**config.mk**
```make
export PLATFORM = sky130hd
export DESIGN_NAME = axis_chk32
export DESIGN_NICKNAME = d
export VERILOG_FILES = /design/src/rtl/axis_test_pkg.sv /design/src/rtl/sat_counter.sv /design/src/rtl/axis_chk32.sv
export SDC_FILE = /design/constraint.sdc
export NUM_CORES = 1
export LEC_CHECK = 0
export CAP_MARGIN = 20
export CORE_MARGIN = 2
export CORE_UTILIZATION = 35
export CTS_CLUSTER_DIAMETER = 40
export DETAILED_ROUTE_END_ITERATION = 8
export PLACE_DENSITY = 0.56
export SETUP_SLACK_MARGIN = 0.3
export SLEW_MARGIN = 20
export SYNTH_ARGS = -nofsm -noshare
export SYNTH_HDL_FRONTEND = slang
export SYNTH_SLANG_ARGS = --single-unit
```
**constraint.sdc**
```tcl
create_clock -name aclk -period 4.84 [get_ports aclk]
set_input_delay 0.726 -clock aclk [delete_from_list [all_inputs] [get_ports aclk]]
set_output_delay 0.726 -clock aclk [all_outputs]
set_load 0.01 [all_outputs]
```
**src/rtl/axis_test_pkg.sv**
```systemverilog
// Shared constants and helpers for the AXI-Stream loopback test path:
// counting pattern, checker states and throttle LFSR definition.
package axis_test_pkg;

    localparam logic [23:0] PAT_HI    = 24'hAAAAAA;
    localparam logic [15:0] LFSR_SEED = 16'hACE1;
    // Right-shifting Fibonacci form of taps 16,14,13,11 (bits 0,2,3,5 feed bit 15)
    localparam logic [15:0] LFSR_TAPS = 16'h002D;

    typedef enum logic [1:0] {
        OFF,
        SOF,
        BODY
    } state_t;

    function automatic logic [31:0] expected_word(input logic [7:0] idx);
        return {PAT_HI, idx};
    endfunction

    function automatic logic [15:0] lfsr_next(input logic [15:0] v);
        return {^(v & LFSR_TAPS), v[15:1]};
    endfunction

endpackage

```
**src/rtl/sat_counter.sv**
```systemverilog
// Saturating up-counter with synchronous clear; clear takes priority over inc.
module sat_counter #(
    parameter int W = 16
) (
    input  logic         aclk,
    input  logic         aresetn,
    input  logic         inc,
    input  logic         clr,
    output logic [W-1:0] cnt
);

    logic [W-1:0] cnt_q;
    logic [W-1:0] cnt_d;

    always_comb begin
        cnt_d = cnt_q;
        if (clr) begin
            cnt_d = '0;
        end else if (inc && (cnt_q != {W{1'b1}})) begin
            cnt_d = cnt_q + 1'b1;
        end
    end

    always_ff @(posedge aclk) begin
        if (!aresetn) begin
            cnt_q <= '0;
        end else begin
            cnt_q <= cnt_d;
        end
    end

    assign cnt = cnt_q;

endmodule

```
**src/rtl/axis_chk32.sv**
```systemverilog
// AXI-Stream sink that checks MM2S loopback frames against the counting
// pattern and keeps saturating good/bad frame and per-class error counters.
module axis_chk32
    import axis_test_pkg::*;
#(
    parameter int BYTES_PER_BLOCK = 64,
    parameter int CNT_W           = 16,
    parameter int THROTTLE        = 0
) (
    input  logic             aclk,
    input  logic             aresetn,
    input  logic             en,
    input  logic             clear,
    input  logic [31:0]      s_tdata,
    input  logic             s_tvalid,
    output logic             s_tready,
    input  logic             s_tlast,
    input  logic [3:0]       s_tkeep,
    output logic [CNT_W-1:0] good_frames,
    output logic [CNT_W-1:0] bad_frames,
    output logic [CNT_W-1:0] err_data,
    output logic [CNT_W-1:0] err_last,
    output logic [CNT_W-1:0] err_keep,
    output logic             error,
    output logic             busy
);

    localparam int          WORDS_PER_BLOCK = BYTES_PER_BLOCK / 4;
    localparam logic [15:0] LAST_IDX        = 16'(WORDS_PER_BLOCK - 1);

    state_t      state_q, state_d;
    logic [15:0] idx_q, idx_d;
    logic        ferr_q, ferr_d;
    logic [15:0] lfsr_q, lfsr_d;
    logic        err_q, err_d;

    logic hs;
    logic bad_data, bad_keep, bad_last, beat_err;
    logic inc_data, inc_keep, inc_last, inc_good, inc_bad;

    assign hs = s_tvalid & s_tready;

    assign bad_data = (s_tdata != expected_word(idx_q[7:0]));
    assign bad_keep = (s_tkeep != 4'hF);
    // A missing TLAST can only fire once per frame: idx passes LAST_IDX exactly once
    assign bad_last = s_tlast ? (idx_q < LAST_IDX) : (idx_q == LAST_IDX);
    assign beat_err = bad_data | bad_keep | bad_last;

    // A coincident clear discards this beat's increments
    assign inc_data = hs & bad_data & ~clear;
    assign inc_keep = hs & bad_keep & ~clear;
    assign inc_last = hs & bad_last & ~clear;
    assign inc_good = hs & s_tlast & ~(ferr_q | beat_err) & ~clear;
    assign inc_bad  = hs & s_tlast &  (ferr_q | beat_err) & ~clear;

    always_comb begin
        state_d = state_q;
        idx_d   = idx_q;
        ferr_d  = ferr_q;
        if (!en) begin
            state_d = OFF;
            idx_d   = '0;
            ferr_d  = 1'b0;
        end else begin
            case (state_q)
                OFF: begin
                    state_d = SOF;
                    idx_d   = '0;
                    ferr_d  = 1'b0;
                end
                default: begin
                    if (hs) begin
                        if (s_tlast) begin
                            state_d = SOF;
                            idx_d   = '0;
                            ferr_d  = 1'b0;
                        end else begin
                            state_d = BODY;
                            idx_d   = (idx_q == 16'hFFFF) ? idx_q : idx_q + 16'd1;
                            ferr_d  = ferr_q | beat_err;
                        end
                    end
                end
            endcase
        end
    end

    always_comb begin
        lfsr_d = ((state_q == OFF) || !en) ? LFSR_SEED : lfsr_next(lfsr_q);
        err_d  = clear ? 1'b0 : (err_q | inc_data | inc_keep | inc_last);
    end

    always_ff @(posedge aclk) begin
        if (!aresetn) begin
            state_q <= OFF;
            idx_q   <= '0;
            ferr_q  <= 1'b0;
            lfsr_q  <= LFSR_SEED;
            err_q   <= 1'b0;
        end else begin
            state_q <= state_d;
            idx_q   <= idx_d;
            ferr_q  <= ferr_d;
            lfsr_q  <= lfsr_d;
            err_q   <= err_d;
        end
    end

    assign s_tready = (state_q != OFF) && ((THROTTLE == 0) || lfsr_q[0] || lfsr_q[1]);
    assign busy     = (state_q == BODY);
    assign error    = err_q;

    sat_counter #(.W(CNT_W)) u_cnt_good (
        .aclk(aclk), .aresetn(aresetn), .inc(inc_good), .clr(clear), .cnt(good_frames)
    );
    sat_counter #(.W(CNT_W)) u_cnt_bad (
        .aclk(aclk), .aresetn(aresetn), .inc(inc_bad), .clr(clear), .cnt(bad_frames)
    );
    sat_counter #(.W(CNT_W)) u_cnt_data (
        .aclk(aclk), .aresetn(aresetn), .inc(inc_data), .clr(clear), .cnt(err_data)
    );
    sat_counter #(.W(CNT_W)) u_cnt_last (
        .aclk(aclk), .aresetn(aresetn), .inc(inc_last), .clr(clear), .cnt(err_last)
    );
    sat_counter #(.W(CNT_W)) u_cnt_keep (
        .aclk(aclk), .aresetn(aresetn), .inc(inc_keep), .clr(clear), .cnt(err_keep)
    );

endmodule

```
# [After elaboration in Yosys (flattened, before gate mapping)]
# Index checks and enable logic that the tools add are counted.
[classes] add_sub_neg=6 n_mul=0 div=0 order_cmp=1 eq_ne=11 shift=0 n_mux=7 bitwise_logic=22 reduce_logical=12
[op_table] operator="$add A16 B1 Y16 const B" n=6
[op_table] operator="$ne A16 B16 Y1 const B" n=5
[op_table] operator="$mux W16" n=2
[op_table] operator="$ne A32 B32 Y1" n=1
[op_table] operator="$eq A16 B16 Y1 const B" n=1
[op_table] operator="$eq A16 B4 Y1 const B" n=1
[op_table] operator="$lt A16 B4 Y1 const B" n=1
[op_table] operator="$and A1 B1 Y1" n=12
[op_table] operator="$or A1 B1 Y1" n=6
[op_table] operator="$logic_and A1 B1 Y1" n=5
[op_table] operator="$mux W1" n=4
[op_table] operator="$ne A4 B4 Y1 const B" n=1
[op_table] operator="$not A1 Y1" n=4
[op_table] operator="$reduce_and A2 Y1" n=2
[op_table] operator="$reduce_bool A2 Y1" n=2
[op_table] operator="$reduce_or A3 Y1" n=1
[op_table] operator="$eq A2 B2 Y1 const B" n=1
[op_table] operator="$logic_not A2 Y1" n=1
[op_table] operator="$mux W2" n=1
[op_table] operator="$ne A2 B2 Y1 const B" n=1
[op_table] operator="$reduce_or A2 Y1" n=1
[word_totals] ff_bits=100 latchBits=0 ramBits=0 rom_bits=0 word_cells=69 n_memories=0

# [Depth between registers and ports, before layout]
# Gate-level depths: netlist (run 1).
[depth] depth_word=8 mapped_depth=9 mapped_depth_nobuf=7

# [Hierarchy]
# A second synthesis (run 1) with hierarchy kept.
[unflattened] cells_unflattened=603 area_unflattened_um2=5596.6
[by_module_without_submodules] module="sat_counter" n_inst=5 cells_per_inst=91 area_each_um2=864.6
[by_module_without_submodules] module="axis_chk32" n_inst=1 cells_per_inst=148 area_each_um2=1273.7

# [Worst setup path after synthesis (run 1)]
# Ideal clock, no wire load.
[synth_timing] path_type="input -> register" start="input s_tdata[10]" end="register u_cnt_bad.cnt_q[1], in the netlist u_cnt_bad.cnt[1]" setup_ns=0.070 arrival_time_ns=2.370 setup_slack_ns=2.400 path_stages=9 path_buffers=3 path_cell_list="and4bb_2 > nand4_1 > or4_1 > buf_6 > nor2_4 > buf_6 > buf_6 > o21ai_0 > a21oi_1"
[synth_via] elab_chain_cells=7
[synth_lines] item="start: declaration" line="axis_chk32.sv:14" rtl="input logic [31:0] s_tdata,"
[synth_lines] item="$ne A32 B32 Y1" line="axis_chk32.sv:43" rtl="assign bad_data = (s_tdata != expected_word(idx_q[7:0]));"
[synth_lines] item="$or A1 B1 Y1 (2 in a row)" line="axis_chk32.sv:47" rtl="assign beat_err = bad_data | bad_keep | bad_last;"
[synth_lines] item="$or A1 B1 Y1" line="axis_chk32.sv:54" rtl="assign inc_bad = hs & s_tlast & (ferr_q | beat_err) & ~clear;"
[synth_lines] item="$and A1 B1 Y1 (2 in a row)" line="axis_chk32.sv:54"
[synth_lines] item="$logic_and A1 B1 Y1" line="sat_counter.sv:19" rtl="end else if (inc && (cnt_q != {W{1'b1}})) begin"
[synth_lines] item="end signal: assignment" line="sat_counter.sv:28" rtl="cnt_q <= cnt_d;"
[synth_lines] item="end: declaration" line="sat_counter.sv:12" rtl="logic [W-1:0] cnt_q;"
# No other way between the ends.
# A chain may end at the register's enable or synchronous reset.

# [Final worst setup path (run 1)]
[layout_timing] start="input s_tdata[17]" end="register u_cnt_bad.cnt_q[13], in the netlist u_cnt_bad.cnt[13]"
# The elaborated chain is that of the path after synthesis.

==> results of run 1 <==
cells in the mapped netlist (2+ instances only):
cell type | n | share of area, %
or3_1 | 17 | 2.1
nand3_2 | 2 | 0.39
or2_2 | 3 | 0.36
mux2i_1 | 9 | 1.7
dfxtp_1 | 100 | 39
nor4bb_1 | 3 | 0.58
nor3b_1 | 3 | 0.44
and4_1 | 3 | 0.51
nand3_1 | 53 | 5.1
inv_1 | 7 | 0.51
a31oi_1 | 3 | 0.36
a21oi_1 | 35 | 3.4
buf_6 | 4 | 0.87
or4_1 | 14 | 2.0
o31ai_1 | 9 | 1.3
clkbuf_1 | 16 | 1.2
a31o_2 | 5 | 0.85
and4bb_2 | 2 | 0.48
nor2_1 | 74 | 5.4
o21ai_0 | 25 | 2.4
xnor2_1 | 34 | 5.8
and3_1 | 17 | 2.1
nand2_1 | 50 | 3.6
nand2b_1 | 12 | 1.5
ha_1 | 6 | 1.5
nor4_1 | 14 | 1.7
and2_1 | 3 | 0.36
nor3_1 | 14 | 1.4
nor2b_1 | 4 | 0.48
xor2_1 | 24 | 4.1
nor4_4 | 3 | 1.2
nand4_1 | 27 | 3.3
worst reg2reg max path, cell delays in order, from the launching register on:
cell,delay [ns]
dfxtp_1,0.50
xnor2_1,0.16
nand4_1,0.10
or4_1,0.87
nor2_4,0.59
or4_1,0.22
mux2i_1,0.17
cell type report:
type / count / area [um^2]
clock buffer: 12 / 246
clock inverter: 4 / 120
fill: 1390 / 7570
inverter: 7 / 26.3
multi-input combinational: 489 / 3030
sequential: 100 / 2000
tap: 184 / 230
timing repair buffer: 125 / 1250
layer usage:
| metal | routed length, um | global-route usage [%] |
|---|---|---|
| met1 | 6400 | 23.4 |
| met2 | 6560 | 28.3 |
| met5 | 0 | 0 |
| met4 | 58 | 3.59 |
| met3 | 738 | 4.92 |
power breakdown:
part	switching [uW]	internal, uW
Sequential	1.23	824
Combinational	36.3	42.5
Clock	305	572
metrics by stage:
stage,power [uW],hold WS [ns],setup WS (ns),std cells
after floorplan,876,0.466,2.40,618
after global placement,922,0.454,1.35,905
after detailed placement,923,0.460,1.27,905
after CTS,1810,0.471,1.64,921
after global routing,1850,0.525,1.48,921
final,1780,0.471,1.64,921
worst paths after layout:
check | from | end | slack [ns] | cells past startpoint
max | s_tdata[17] | u_cnt_bad.cnt[13] | 1.64 | 7
min | error | error | 0.47 | 2
max reg2reg | idx_q[7] | u_cnt_bad.cnt[13] | 2.17 | 6
min reg2reg | error | error | 0.47 | 2
logic make-up after synthesis:
kind of cell	synth area share, %
simple gates	35.1
flops	38.8
fa+ha+maj	1.45
buf+inv	2.71
xor+xnor	9.84
compound gates	10.3
mux	1.75
registers in the layout, summed over array words and instances, names as in the netlist:
signal,count
ferr_q,1
state_q,2
error,1
idx_q,16
u_cnt_keep.cnt,16
u_cnt_last.cnt,16
u_cnt_good.cnt,16
u_cnt_bad.cnt,16
u_cnt_data.cnt,16
==> impl_metrics.py, run 1 <==
metrics = {
    "timing": {
        "finalClockSkew_ns": 0.00341,
        "drv_slew": 0,
        "tightestPinTransition_ns": 1.08,
        "finalCritPeriodShare_pct": 66.2,
        "fmax_mhz": 312,
        "hold_viol": 0,
        "rsz0062_at_grt": "false",
        "setup_violations": 0,
        "slew_headroom_pct": 27.6,
        "tns_ns": 0,
        "period_needed_ns": 3.21,
    },
    "finish": {
        "fin_util_pct": 47.7,
        "nets": 780,
        "design_area_mm2": 0.00691,
        "area_growth_pct": 33.8,
        "final_cell_mix": "124 x clkdlybuf4s50_1, 100 x dfxtp_1, 74 x nor2_1, 53 x nand3_1, 50 x nand2_1",
        "final_common_cell": "clkdlybuf4s50_1",
        "num_antenna_cells": 0,
        "layout-drive-gt1-share_pct": 5.29,
    },
    "global_route": {
        "grt_use_total_pct": 17.5,
        "first_global_vias": 4596,
        "grt_max_degree": 43,
        "gr-total-overflow": 0,
        "grt_pass1_wl_um": 23000,
        "antenna_found_initial": 0,
    },
    "routing": {
        "drt_first_pass_iters": 4,
        "drt_iter0_markers": 273,
        "routed_wl_um": 13800,
        "drtAntennaViolNets": 0,
        "vias_per_cell": 5.28,
        "dr_total_vias": 4866,
        "wire_per_inst_um": 14.9,
        "drcViolationCount": 0,
    },
    "setup_path": {
        "slowest_delay_ns": 0.91,
        "critPathMaxFanout": 26,
        "cp_cell_sequence": "clkdlybuf4s50_1 > nor4bb_1 > nand4_1 > or4_1 > nor2_4 > or4_1 > mux2i_1",
        "crit_top_cell": "or4_1",
        "arrival_ns": 3.48,
        "critPathTopFamily": "simple AND/OR/NAND/NOR gates",
        "critPathBufInv": 1,
        "criticalPathCategory": "in2reg",
        "endpoint_kind": "flop",
        "critPathLaunchType": "input port",
        "worst_path_max_delay_cell": "or4_1",
        "cp.required_ns": 5.11,
    },
    "cts": {
        "cts_tree": "built",
        "cts_resized": 0,
        "cts-root-buf": "clkbuf_16",
        "clk_path_buf_depth": 2,
        "clk_pin_slew_worst_paths_ns": 0.07,
        "clock_sinks": 100,
        "clk_latency_ns": 0.34,
        "htreeDepth": 3,
        "cts_buffers": 9,
        "postCtsSetupBuffers": 0,
        "hold_buffers": 0,
    },
    "synthesis": {
        "yosysSeqAreaShare_pct": 38.8,
        "synth-edff-count": 0,
        "synth_nets": 666,
        "syn_avg_cell_area_um2": 8.35,
        "synthFlopType": "dfxtp_1",
        "syn_inst": 618,
        "ys_warn_count": 0,
        "synth_cell_types": 55,
        "ys_seq_elements": 100,
        "syn_area_mm2": 0.00516,
        "ys_async_sr_fraction_pct": 0,
    },
    "floorplanning": {
        "die_h_um": 125,
        "start_util_pct": 35.7,
        "dieArea_mm2": 0.0157,
        "fp.coreArea_mm2": 0.0145,
        "rows": 44,
        "pin_count": 125,
        "die_width_um": 125,
    },
    "pwr": {
        "leakagePower_uw": 0.00218,
        "peakVddDrop_mv": 0.176,
        "power.density_mw_per_mm2": 258,
    },
    "placement": {
        "placed_area_mm2": 0.00653,
        "dpl.hpwl_um": 9970,
        "io_buffers": 124,
        "routabilityCongestion": 0.802,
    },
    "min_path": {
        "min-delay-path-class": "reg2reg",
    },
    "run_status": {
        "status": "finished clean",
    },
    "job": {
        "maxCapViolCount": 0,
    },
}
No activity file was read; power rests on OpenSTA's default activity.
==> run 2: changes to the inputs <==
clock period = 2.95 ns   (was 4.84 ns; I/O delays follow)
==> impl_metrics.py, run 2 (same netlist as run 1, synthesis figures left out) <==
metrics = {
    "cts": {
        "postCtsSetupBuffers": 0,
        "hold_buffers": 0,
        "clk_path_buf_depth": 2,
        "clock_sinks": 100,
        "htreeDepth": 3,
        "cts_tree": "built",
        "clk_latency_ns": 0.35,
        "clk_pin_slew_worst_paths_ns": 0.07,
        "cts-root-buf": "clkbuf_16",
        "cts_resized": 0,
        "cts_buffers": 9,
    },
    "placement": {
        "io_buffers": 124,
        "routabilityCongestion": 0.795,
        "dpl.hpwl_um": 10300,
        "dp_cells": 916,
    },
    "finish": {
        "num_antenna_cells": 0,
        "final_common_cell": "clkdlybuf4s50_1",
        "area_growth_pct": 33.9,
        "final_cell_mix": "124 x clkdlybuf4s50_1, 100 x dfxtp_1, 74 x nor2_1, 53 x nand3_1, 50 x nand2_1",
        "fin_cells": 931,
        "nets": 791,
        "layout-drive-gt1-share_pct": 6.43,
    },
    "setup_path": {
        "arrival_ns": 2.73,
        "cp.required_ns": 3.19,
        "timing.rr.end": "u_cnt_bad.cnt[13]",
        "rr_startpoint": "idx_q[0]",
        "reg2reg_depth": 8,
        "critPathMaxFanout": 19,
        "slowest_delay_ns": 0.50,
        "worst_path_max_delay_cell": "or4_1",
        "endpoint": "u_cnt_good.cnt[7]",
        "criticalPathCategory": "in2reg",
        "r2r_slack_ns": 0.51,
        "crit_start": "s_tdata[17]",
        "endpoint_kind": "flop",
        "cp_cell_sequence": "clkdlybuf4s50_1 > nor4bb_1 > nand4_1 > or4_1 > buf_4 > nor2_2 > a31oi_1 > a41o_1",
        "critPathLaunchType": "input port",
    },
    "global_route": {
        "grt_max_degree": 29,
        "grt_pass1_wl_um": 23200,
        "grt_use_total_pct": 17.9,
        "antenna_found_initial": 0,
        "first_global_vias": 4591,
        "gr-total-overflow": 0,
    },
    "timing": {
        "hold_ws_ns": 0.478,
        "period_needed_ns": 2.49,
        "finalCritPeriodShare_pct": 84.3,
        "fmax_mhz": 402,
        "drv_slew": 0,
        "tns_ns": 0,
        "slew_headroom_pct": 31.1,
        "setup_violations": 0,
        "finalClockSkew_ns": 0.00924,
        "rsz0062_at_grt": "false",
        "hold_viol": 0,
        "tightestPinTransition_ns": 1.03,
    },
    "min_path": {
        "min-delay-path-class": "reg2reg",
    },
    "routing": {
        "dr_total_vias": 4961,
        "drcViolationCount": 0,
        "drt_iter0_markers": 290,
        "vias_per_cell": 5.33,
        "wire_per_inst_um": 15.0,
        "drtAntennaViolNets": 0,
        "drt_first_pass_iters": 7,
        "routed_wl_um": 14000,
    },
    "floorplanning": {
        "die_width_um": 125,
        "dieArea_mm2": 0.0157,
        "pin_count": 125,
        "die_h_um": 125,
        "start_util_pct": 35.7,
        "fp.coreArea_mm2": 0.0145,
        "rows": 44,
    },
    "pwr": {
        "power.density_mw_per_mm2": 375,
        "peakVddDrop_mv": 0.302,
        "power_uw": 2600,
        "leakagePower_uw": 0.00219,
    },
    "job": {
        "maxCapViolCount": 0,
    },
    "run_status": {
        "status": "finished clean",
    },
}
-- run 2: per-layer routing --
metal | part of all wire [%] | vias up | GRT usage, %
met3 | 3.8 | 12 | 3.81
met2 | 47 | 113 | 29.2
li1 | - | 2494 | -
met4 | 1.2 | 0 | 5.29
met1 | 48 | 2342 | 23.8
met5 | 0 | - | 0
-- run 2: worst min-delay path by stage --
stage / from / to / slack [ns] / depth (start not counted)
after floorplan: state_q[1] / state_q[1] / 0.47 / 2
after global placement: error / error / 0.45 / 2
after detailed placement: error / error / 0.47 / 2
after CTS: error / error / 0.48 / 2
after global routing: error / error / 0.51 / 2
final: error / error / 0.48 / 2
-- run 2: where the power goes --
| group | internal, uW | switching [uW] |
|---|---|---|
| clock | 615 | 490 |
| combinational | 75.3 | 61.7 |
| sequential | 1350 | 2.22 |
| total | 2040 | 554 |
-- run 2: per-stage QoR --
stage / instance area (um^2) / worst slack [ns] / utilization (%)
detailed placement: 6640 / 0.101 / 45.9
floorplan: 5160 / 0.793 / -
global route: 6910 / 0.304 / 47.7
finish: 6910 / 0.463 / 47.7
global placement: 6640 / 0.152 / 45.9
CTS: 6910 / 0.481 / 47.7
-- run 2: cell type report --
class | instances | area [um^2]
Clock inverter | 1 | 7.51
Tap cell | 184 | 230
Multi-Input combinational cell | 489 | 3030
Timing Repair Buffer | 136 | 1360
Sequential cell | 100 | 2000
Fill cell | 1399 | 7570
Clock buffer | 14 | 264
Inverter | 7 | 26.3
-- run 2: critical path, delay by kind of cell --
family	cells	cell delay, ns
AO/OA/AOI/OAI	2	0.35
AND/OR/NAND/NOR	4	1.23
buffers and inverters	2	0.70
